==> config.mk <==
export PLATFORM = sky130hd
export DESIGN_NAME = mem_port_arbiter_flat
export DESIGN_NICKNAME = d
export VERILOG_FILES = /design/src/rtl/mem_port_arbiter_pkg.sv /design/src/rtl/mem_port_arbiter_if.sv /design/src/rtl/mem_arb_pick.sv /design/src/rtl/mem_port_arbiter.sv /design/src/flat_wrapper.sv
export SDC_FILE = /design/constraint.sdc
export NUM_CORES = 1
export LEC_CHECK = 0
export ABC_AREA = 1
export CORE_ASPECT_RATIO = 1.1
export CORE_UTILIZATION = 42
export DETAILED_ROUTE_END_ITERATION = 8
export PLACE_DENSITY = 0.95
export SYNTH_ARGS = -nofsm -noshare
export SYNTH_HDL_FRONTEND = slang
export SYNTH_HIERARCHICAL = 1
export SYNTH_SLANG_ARGS = --single-unit
==> constraint.sdc <==
create_clock -name clk -period 7.9 [get_ports clk]
set_input_delay 2.37 -clock clk [delete_from_list [all_inputs] [get_ports clk]]
set_output_delay 2.37 -clock clk [all_outputs]
set_load 0.01 [all_outputs]
==> src/rtl/mem_port_arbiter_pkg.sv <==
// Shared arbiter types and constants for the KANADE32 memory-port arbiter and future bus arbiters.
// Holds only declarations: no latency or backpressure of its own.
package kanade_pkg;

   typedef enum logic {
      ARB_IDLE = 1'b0,
      ARB_BUSY = 1'b1
   } arb_state_e;

   localparam int PRIO_FIXED = 0;
   localparam int PRIO_RR    = 1;

   // Index width that stays legal for a single-channel build.
   function automatic int idx_w(input int n);
      return (n > 1) ? $clog2(n) : 1;
   endfunction

   // Wait counter only ever holds WAIT_CYCLES-1 down to 0.
   function automatic int cnt_w(input int wait_cycles);
      return (wait_cycles > 1) ? $clog2(wait_cycles) : 1;
   endfunction

endpackage

==> src/rtl/mem_port_arbiter_if.sv <==
// Requester-side request/done bundle plus the RAM-side port of the shared memory arbiter.
// slave = arbiter view, master = requesters and RAM (testbench) view.
interface mem_port_arbiter_if #(
   parameter int NUM_CH = 2,
   parameter int ADDR_W = 32,
   parameter int DATA_W = 32
);
   logic [NUM_CH-1:0]        req;
   logic [NUM_CH-1:0]        we;
   logic [NUM_CH*ADDR_W-1:0] addr;
   logic [NUM_CH*DATA_W-1:0] wdata;
   logic [NUM_CH-1:0]        gnt;
   logic [NUM_CH-1:0]        done;
   logic [DATA_W-1:0]        rdata;
   logic [ADDR_W-3:0]        ram_addr;
   logic [DATA_W-1:0]        ram_wdata;
   logic                     ram_wren;
   logic [DATA_W-1:0]        ram_q;

   modport slave (
      input  req, we, addr, wdata, ram_q,
      output gnt, done, rdata, ram_addr, ram_wdata, ram_wren
   );

   modport master (
      output req, we, addr, wdata, ram_q,
      input  gnt, done, rdata, ram_addr, ram_wdata, ram_wren
   );
endinterface

==> src/rtl/mem_arb_pick.sv <==
// Combinational winner select: fixed (lowest index) or round-robin after last_grant.
// Zero latency; no backpressure, winner is only meaningful while some req bit is set.
module mem_arb_pick
   import kanade_pkg::*;
#(
   parameter int NUM_CH = 2,
   parameter int IDX_W  = idx_w(NUM_CH)
) (
   input  logic [NUM_CH-1:0] req,
   input  logic [IDX_W-1:0]  last_grant,
   input  logic              mode,
   output logic [NUM_CH-1:0] win_oh,
   output logic [IDX_W-1:0]  win_idx
);
   int   scan_start;
   int   scan_idx;
   logic found;

   always_comb begin
      win_oh     = '0;
      win_idx    = '0;
      found      = 1'b0;
      scan_idx   = 0;
      scan_start = mode ? (int'(last_grant) + 1) : 0;
      if (scan_start >= NUM_CH) begin
         scan_start = 0;
      end
      for (int off = 0; off < NUM_CH; off++) begin
         scan_idx = scan_start + off;
         if (scan_idx >= NUM_CH) begin
            scan_idx = scan_idx - NUM_CH;
         end
         if (!found && req[scan_idx]) begin
            found            = 1'b1;
            win_oh[scan_idx] = 1'b1;
            win_idx          = IDX_W'(scan_idx);
         end
      end
   end

endmodule

==> src/rtl/mem_port_arbiter.sv <==
// N-way arbiter onto the single-port KANADE32 RAM; done pulses WAIT_CYCLES edges after the grant edge.
// Losers simply keep req high (no credits); requests are ignored while an access is in flight.
module mem_port_arbiter
   import kanade_pkg::*;
#(
   parameter int NUM_CH      = 2,
   parameter int ADDR_W      = 32,
   parameter int DATA_W      = 32,
   parameter int WAIT_CYCLES = 2,
   parameter int PRIO_MODE   = PRIO_FIXED
) (
   input logic               clk,
   input logic               reset,
   mem_port_arbiter_if.slave bus
);
   localparam int               IDX_W    = idx_w(NUM_CH);
   localparam int               CNT_W    = cnt_w(WAIT_CYCLES);
   localparam logic [CNT_W-1:0] CNT_LOAD = CNT_W'(WAIT_CYCLES - 1);
   localparam logic [IDX_W-1:0] LAST_RST = IDX_W'(NUM_CH - 1);
   localparam logic             RR_MODE  = (PRIO_MODE == PRIO_RR);

   arb_state_e        state_q, state_d;
   logic [CNT_W-1:0]  cnt_q, cnt_d;
   logic [IDX_W-1:0]  last_q, last_d;
   logic              we_q, we_d;
   logic [ADDR_W-3:0] ram_addr_q, ram_addr_d;
   logic [DATA_W-1:0] ram_wdata_q, ram_wdata_d;
   logic [DATA_W-1:0] rdata_q, rdata_d;
   logic              ram_wren_q, ram_wren_d;
   logic [NUM_CH-1:0] gnt_q, gnt_d;
   logic [NUM_CH-1:0] done_q, done_d;

   logic [NUM_CH-1:0] win_oh;
   logic [IDX_W-1:0]  win_idx;
   logic              sel_we;
   logic [ADDR_W-3:0] sel_waddr;
   logic [DATA_W-1:0] sel_wdata;

   mem_arb_pick #(
      .NUM_CH (NUM_CH),
      .IDX_W  (IDX_W)
   ) u_pick (
      .req        (bus.req),
      .last_grant (last_q),
      .mode       (RR_MODE),
      .win_oh     (win_oh),
      .win_idx    (win_idx)
   );

   // One-hot mux of the winner's request fields; byte-offset bits never reach the RAM.
   always_comb begin
      sel_waddr = '0;
      sel_wdata = '0;
      for (int i = 0; i < NUM_CH; i++) begin
         if (win_oh[i]) begin
            sel_waddr = bus.addr[i*ADDR_W+2 +: ADDR_W-2];
            sel_wdata = bus.wdata[i*DATA_W +: DATA_W];
         end
      end
   end

   assign sel_we = |(bus.we & win_oh);

   always_comb begin
      state_d     = state_q;
      cnt_d       = cnt_q;
      last_d      = last_q;
      we_d        = we_q;
      ram_addr_d  = ram_addr_q;
      ram_wdata_d = ram_wdata_q;
      rdata_d     = rdata_q;
      gnt_d       = gnt_q;
      done_d      = '0;
      ram_wren_d  = 1'b0;
      case (state_q)
         ARB_IDLE: begin
            if (|bus.req) begin
               state_d     = ARB_BUSY;
               cnt_d       = CNT_LOAD;
               we_d        = sel_we;
               ram_addr_d  = sel_waddr;
               ram_wdata_d = sel_wdata;
               gnt_d       = win_oh;
               ram_wren_d  = sel_we;
               if (RR_MODE) begin
                  last_d = win_idx;
               end
            end
         end
         ARB_BUSY: begin
            if (cnt_q != '0) begin
               cnt_d = cnt_q - 1'b1;
            end else begin
               // The done cycle is IDLE, so a held req re-arbitrates on the next edge.
               done_d  = gnt_q;
               gnt_d   = '0;
               state_d = ARB_IDLE;
               if (!we_q) begin
                  rdata_d = bus.ram_q;
               end
            end
         end
         default: begin
            state_d = ARB_IDLE;
         end
      endcase
   end

   always_ff @(posedge clk or posedge reset) begin
      if (reset) begin
         state_q     <= ARB_IDLE;
         cnt_q       <= '0;
         last_q      <= LAST_RST;
         we_q        <= 1'b0;
         ram_addr_q  <= '0;
         ram_wdata_q <= '0;
         rdata_q     <= '0;
         ram_wren_q  <= 1'b0;
         gnt_q       <= '0;
         done_q      <= '0;
      end else begin
         state_q     <= state_d;
         cnt_q       <= cnt_d;
         last_q      <= last_d;
         we_q        <= we_d;
         ram_addr_q  <= ram_addr_d;
         ram_wdata_q <= ram_wdata_d;
         rdata_q     <= rdata_d;
         ram_wren_q  <= ram_wren_d;
         gnt_q       <= gnt_d;
         done_q      <= done_d;
      end
   end

   assign bus.gnt       = gnt_q;
   assign bus.done      = done_q;
   assign bus.rdata     = rdata_q;
   assign bus.ram_addr  = ram_addr_q;
   assign bus.ram_wdata = ram_wdata_q;
   assign bus.ram_wren  = ram_wren_q;

endmodule
==> src/flat_wrapper.sv <==
// flat-port wrapper written by rule: the top's interface ports become plain ports
module mem_port_arbiter_flat import kanade_pkg::*;
#(
   parameter int NUM_CH      = 2,
   parameter int ADDR_W      = 32,
   parameter int DATA_W      = 32,
   parameter int WAIT_CYCLES = 2,
   parameter int PRIO_MODE   = PRIO_FIXED
)
  (clk, reset, bus_req, bus_we, bus_addr, bus_wdata, bus_ram_q, bus_gnt, bus_done, bus_rdata, bus_ram_addr, bus_ram_wdata, bus_ram_wren);
  mem_port_arbiter_if #(.NUM_CH(NUM_CH), .ADDR_W(ADDR_W), .DATA_W(DATA_W)) bus_i ();
  input logic clk;
  input logic reset;
  input wire logic [$bits(bus_i.req)-1:0] bus_req;
  input wire logic [$bits(bus_i.we)-1:0] bus_we;
  input wire logic [$bits(bus_i.addr)-1:0] bus_addr;
  input wire logic [$bits(bus_i.wdata)-1:0] bus_wdata;
  input wire logic [$bits(bus_i.ram_q)-1:0] bus_ram_q;
  output wire logic [$bits(bus_i.gnt)-1:0] bus_gnt;
  output wire logic [$bits(bus_i.done)-1:0] bus_done;
  output wire logic [$bits(bus_i.rdata)-1:0] bus_rdata;
  output wire logic [$bits(bus_i.ram_addr)-1:0] bus_ram_addr;
  output wire logic [$bits(bus_i.ram_wdata)-1:0] bus_ram_wdata;
  output wire logic [$bits(bus_i.ram_wren)-1:0] bus_ram_wren;
  assign bus_i.req = bus_req;
  assign bus_i.we = bus_we;
  assign bus_i.addr = bus_addr;
  assign bus_i.wdata = bus_wdata;
  assign bus_i.ram_q = bus_ram_q;
  assign bus_gnt = bus_i.gnt;
  assign bus_done = bus_i.done;
  assign bus_rdata = bus_i.rdata;
  assign bus_ram_addr = bus_i.ram_addr;
  assign bus_ram_wdata = bus_i.ram_wdata;
  assign bus_ram_wren = bus_i.ram_wren;
  mem_port_arbiter #(.NUM_CH(NUM_CH), .ADDR_W(ADDR_W), .DATA_W(DATA_W), .WAIT_CYCLES(WAIT_CYCLES), .PRIO_MODE(PRIO_MODE)) u_core (.clk(clk), .reset(reset), .bus(bus_i));
endmodule
==> summary.md <==
| Metric | Value |
|---|---|
| Worst hold path class | `register to register` |
| Routed vias/inst | `about 4.8` |
| Internal portion of total power | `1.604 mW` |
| Routed length per placed instance | `approximately 14 um` |
| Die extent in y | `about 110 um` |
| Depth of the most critical reg-to-reg path | `2` |
| Number of warnings reported in the yosys synthesis log | `6` |
| Smallest hold slack | `between 0.4 and 0.5 ns` |
| Via total after detailed routing | `~5000` |
| Number of buffers inserted during clock tree synthesis | `9` |
| Most heavily used metal layer in global routing | `met2` |
| Number of antenna violations at the first check in global routing | `0` |
| Number of buffers inserted by port buffering | `260` |
| Wire length of the first global-routing pass | `22.92 mm` |
| Sequential power share | `0.362` |
| Measured slew at the worst slew-check pin | `roughly 1.2 ns` |
| CTS tree | `done` |
| Delay contributed by the slowest stage of the critical path | `~0.62 ns` |
| Post-detail-place hpwl | `just over 10 mm` |
| Total Routed Length | `~15 mm` |
| Number of instances in the synthesized netlist | `~650` |
| Syn nets | `slightly above 800` |
| Clock net sink count | `between 100 and 150` |
| Met2 global-route usage | `0.4364` |
| CP endpoint | `u_core/bus.ram_wdata[25]` |
| Post-Synthesis Mean Instance Area | `around 7.4 um^2` |
| Most common library cell in the layout ignoring fill and taps | `sky130_fd_sc_hd__nand2_1` |
| Max rail drop VDD | `between 0.15 and 0.2 mV` |
| Clock tree root buffer cell | `sky130_fd_sc_hd__clkbuf_16` |
| Crit. Startpoint | `bus_req[1]` |
| Critical path, cell by cell | `clkdlybuf4s50_1 -> inv_1 -> o21ai_4 -> buf_4 -> inv_2 -> nand3_1 -> nand2_1 -> nand2_1 -> nand2_1` |
| Number of fillers in the final layout | `roughly 870` |
| Quantity of gates resized following cts | `0` |
| Final cell utilization of the core | `0.7006` |
| Leakage power figure | `just under 4 nW` |
| Final Cell Area | `between 0.007 and 0.008 mm^2` |
| Total die area | `between 0.01 and 0.015 mm^2` |
| Comb pwr share | `0.472` |
| Crit path kind | `primary input to register` |
| Sequential standard cell area | `between 0.002 and 0.003 mm^2` |
| Data required time at the worst endpoint | `around 8 ns` |
| Number of placement rows | `40` |
| WP depth | `9` |
| Fin Clk Skew | `roughly 0.0086 ns` |
| Post-route ant nets | `0` |
| Fraction of final layout cells sized beyond drive strength 1 | `0.03160` |
| Deepest clock path buffer count | `2` |
| Post-CTS setup buffer count | `0` |
| GP Congestion | `roughly 0.8` |
| Final net count | `~1000` |
| Fmax | `roughly 210 MHz` |
| Register clock-pin slew on the reported worst setup and hold paths | `approximately 0.07 ns` |
| Number of H-tree levels | `3` |
| Setup TNS Final | `0 ns` |
| Ports | `265` |
| Final Hold Fails | `0` |
| Power density normalized to cell area | `326.3 mW/mm^2` |
| Total cell area at the placement stage | `0.007432 mm^2` |
| Floorplan core area | `0.01101 mm^2` |
| Critical Path Sink Type | `register` |
| Worst max-slew margin expressed relative to the limit | `0.2094` |
| Run status | `complete, no violations` |
| Growth of design area from synthesis to finish | `60.84%` |
| Endpoint of the lowest-slack register-to-register path | `u_core/bus.rdata[6]` |
| Number of buffers inserted for hold repair after clock tree synthesis | `0` |
| Worst-Skew Late Latency | `around 0.34 ns` |
| GRT met3 Usage | `0.04496` |
| Commonest cells after routing, fill and taps aside | `sky130_fd_sc_hd__nand2_1, sky130_fd_sc_hd__clkdlybuf4s50_1, sky130_fd_sc_hd__dfrtp_1, sky130_fd_sc_hd__nand3_1, sky130_fd_sc_hd__inv_1` |
| Minimum clock period | `~4.7 ns` |
| Worst Path Arrival | `4.89 ns` |
| Detailed Route Iter0 Violations | `422` |
| Overflow left after global routing | `0` |
| Initial core utilization | `0.4356` |
| Chip width | `a little over 100 um` |
| Launching element type of the critical path | `primary input` |
| Final Setup Violations | `0` |
| Tcrit/Tclk final | `0.5903` |
| Critical-path cell with the highest stage delay | `sky130_fd_sc_hd__inv_2` |
| Max-slew violation count | `0` |
| Vias in the first global route | `4768` |
| Sum of buffers and inverters on the critical path | `4` |
| Cell family with the largest share of critical-path delay | `buffers and inverters` |
| R2R Path Start | `u_core/state_q` |
| R2R setup slack | `roughly 5.9 ns` |
| Maximum number of pins on one net before global-route repair | `66` |
| DR pass1 iterations | `5` |
| Number of diodes added for antenna fixing | `0` |
| Largest fanout on the critical path | `65` |
| Area occupied by multi-input gates | `0.001899 mm^2` |
| Mapped Area | `0.004796 mm^2` |
| Fraction of power spent switching nets | `0.3630` |
| Unrepaired setup endpoints after global routing | `false` |
| Fraction of met1 tracks used by global routing | `0.2821` |
| Net load switching power | `around 910 uW` |
| Placed Cells incl. Taps | `between 1000 and 1500` |
| Number of remaining DRC errors | `0` |
| Part of the total power dissipated in the clock network | `0.166` |
| Global-route usage over all layers | `0.2430` |
| Most numerous cell on the critical path | `sky130_fd_sc_hd__nand2_1` |
| Number of max-cap violations | `0` |
| Number of standard cells in the final layout excluding fillers | `between 1000 and 1500` |
## worst min path at each step
stage,startpoint,cells after the start,to
after floorplan,u_core/state_q,1,u_core/cnt_q
after global placement,u_core/bus.ram_wdata[15],2,u_core/bus.ram_wdata[15]
after detailed placement,u_core/bus.ram_addr[23],2,u_core/bus.ram_addr[23]
after CTS,u_core/bus.ram_addr[15],2,u_core/bus.ram_addr[15]
after global routing,u_core/bus.ram_addr[5],2,u_core/bus.ram_addr[5]
final,u_core/bus.ram_addr[14],2,u_core/bus.ram_addr[14]
## power by group through the flow
stage	clock (mW)	sequential [mW]	combinational [mW]
floorplan	0	1.03	0.397
global placement	0	0.904	1.17
detailed placement	0	0.914	1.19
CTS	0.430	0.912	1.20
global route	0.449	0.944	1.29
finish	0.417	0.912	1.19
## worst register-to-register path: cells and delay by family, from the launching register on
kind	cells	cell delay, ns
AOI/OAI and AO/OA	1	0.59
DFF	1	0.47
and+or+nand+nor	1	0.83
## layer usage
metal | share of wire | vias up
met4 | 0.033 | 0
met5 | 0 | -
met2 | 0.51 | 214
met3 | 0.066 | 38
li1 | - | 2438
met1 | 0.39 | 2290
## state kept, by name (all words and copies together) (netlist names)
| name | flops |
|---|---|
| u_core/state_q | 1 |
| u_core/bus.ram_addr | 30 |
| u_core/cnt_q | 1 |
| u_core/bus.ram_wdata | 32 |
| u_core/bus.rdata | 32 |
| u_core/bus.gnt | 2 |
| u_core/bus.done | 2 |
| u_core/bus.ram_wren | 1 |
| u_core/we_q | 1 |
## per-stage QoR
stage          power, mW  setup slack [ns]
2_1_floorplan      1.422             2.855
3_3_place_gp       2.070             2.934
3_5_place_dp       2.108             2.870
4_1_cts            2.539             3.234
5_1_grt            2.684             3.075
6_report           2.517             3.237
## area by class of cell
cell class                      count  area share
Clock buffer                        9     0.02920
Clock inverter                      7    0.007299
Inverter                           43     0.02125
Multi-Input combinational cell    461      0.2462
Sequential cell                   102      0.3309
Tap cell                          147     0.02384
Timing Repair Buffer              264      0.3413
Note: power is estimated with default switching activity, not from simulation.
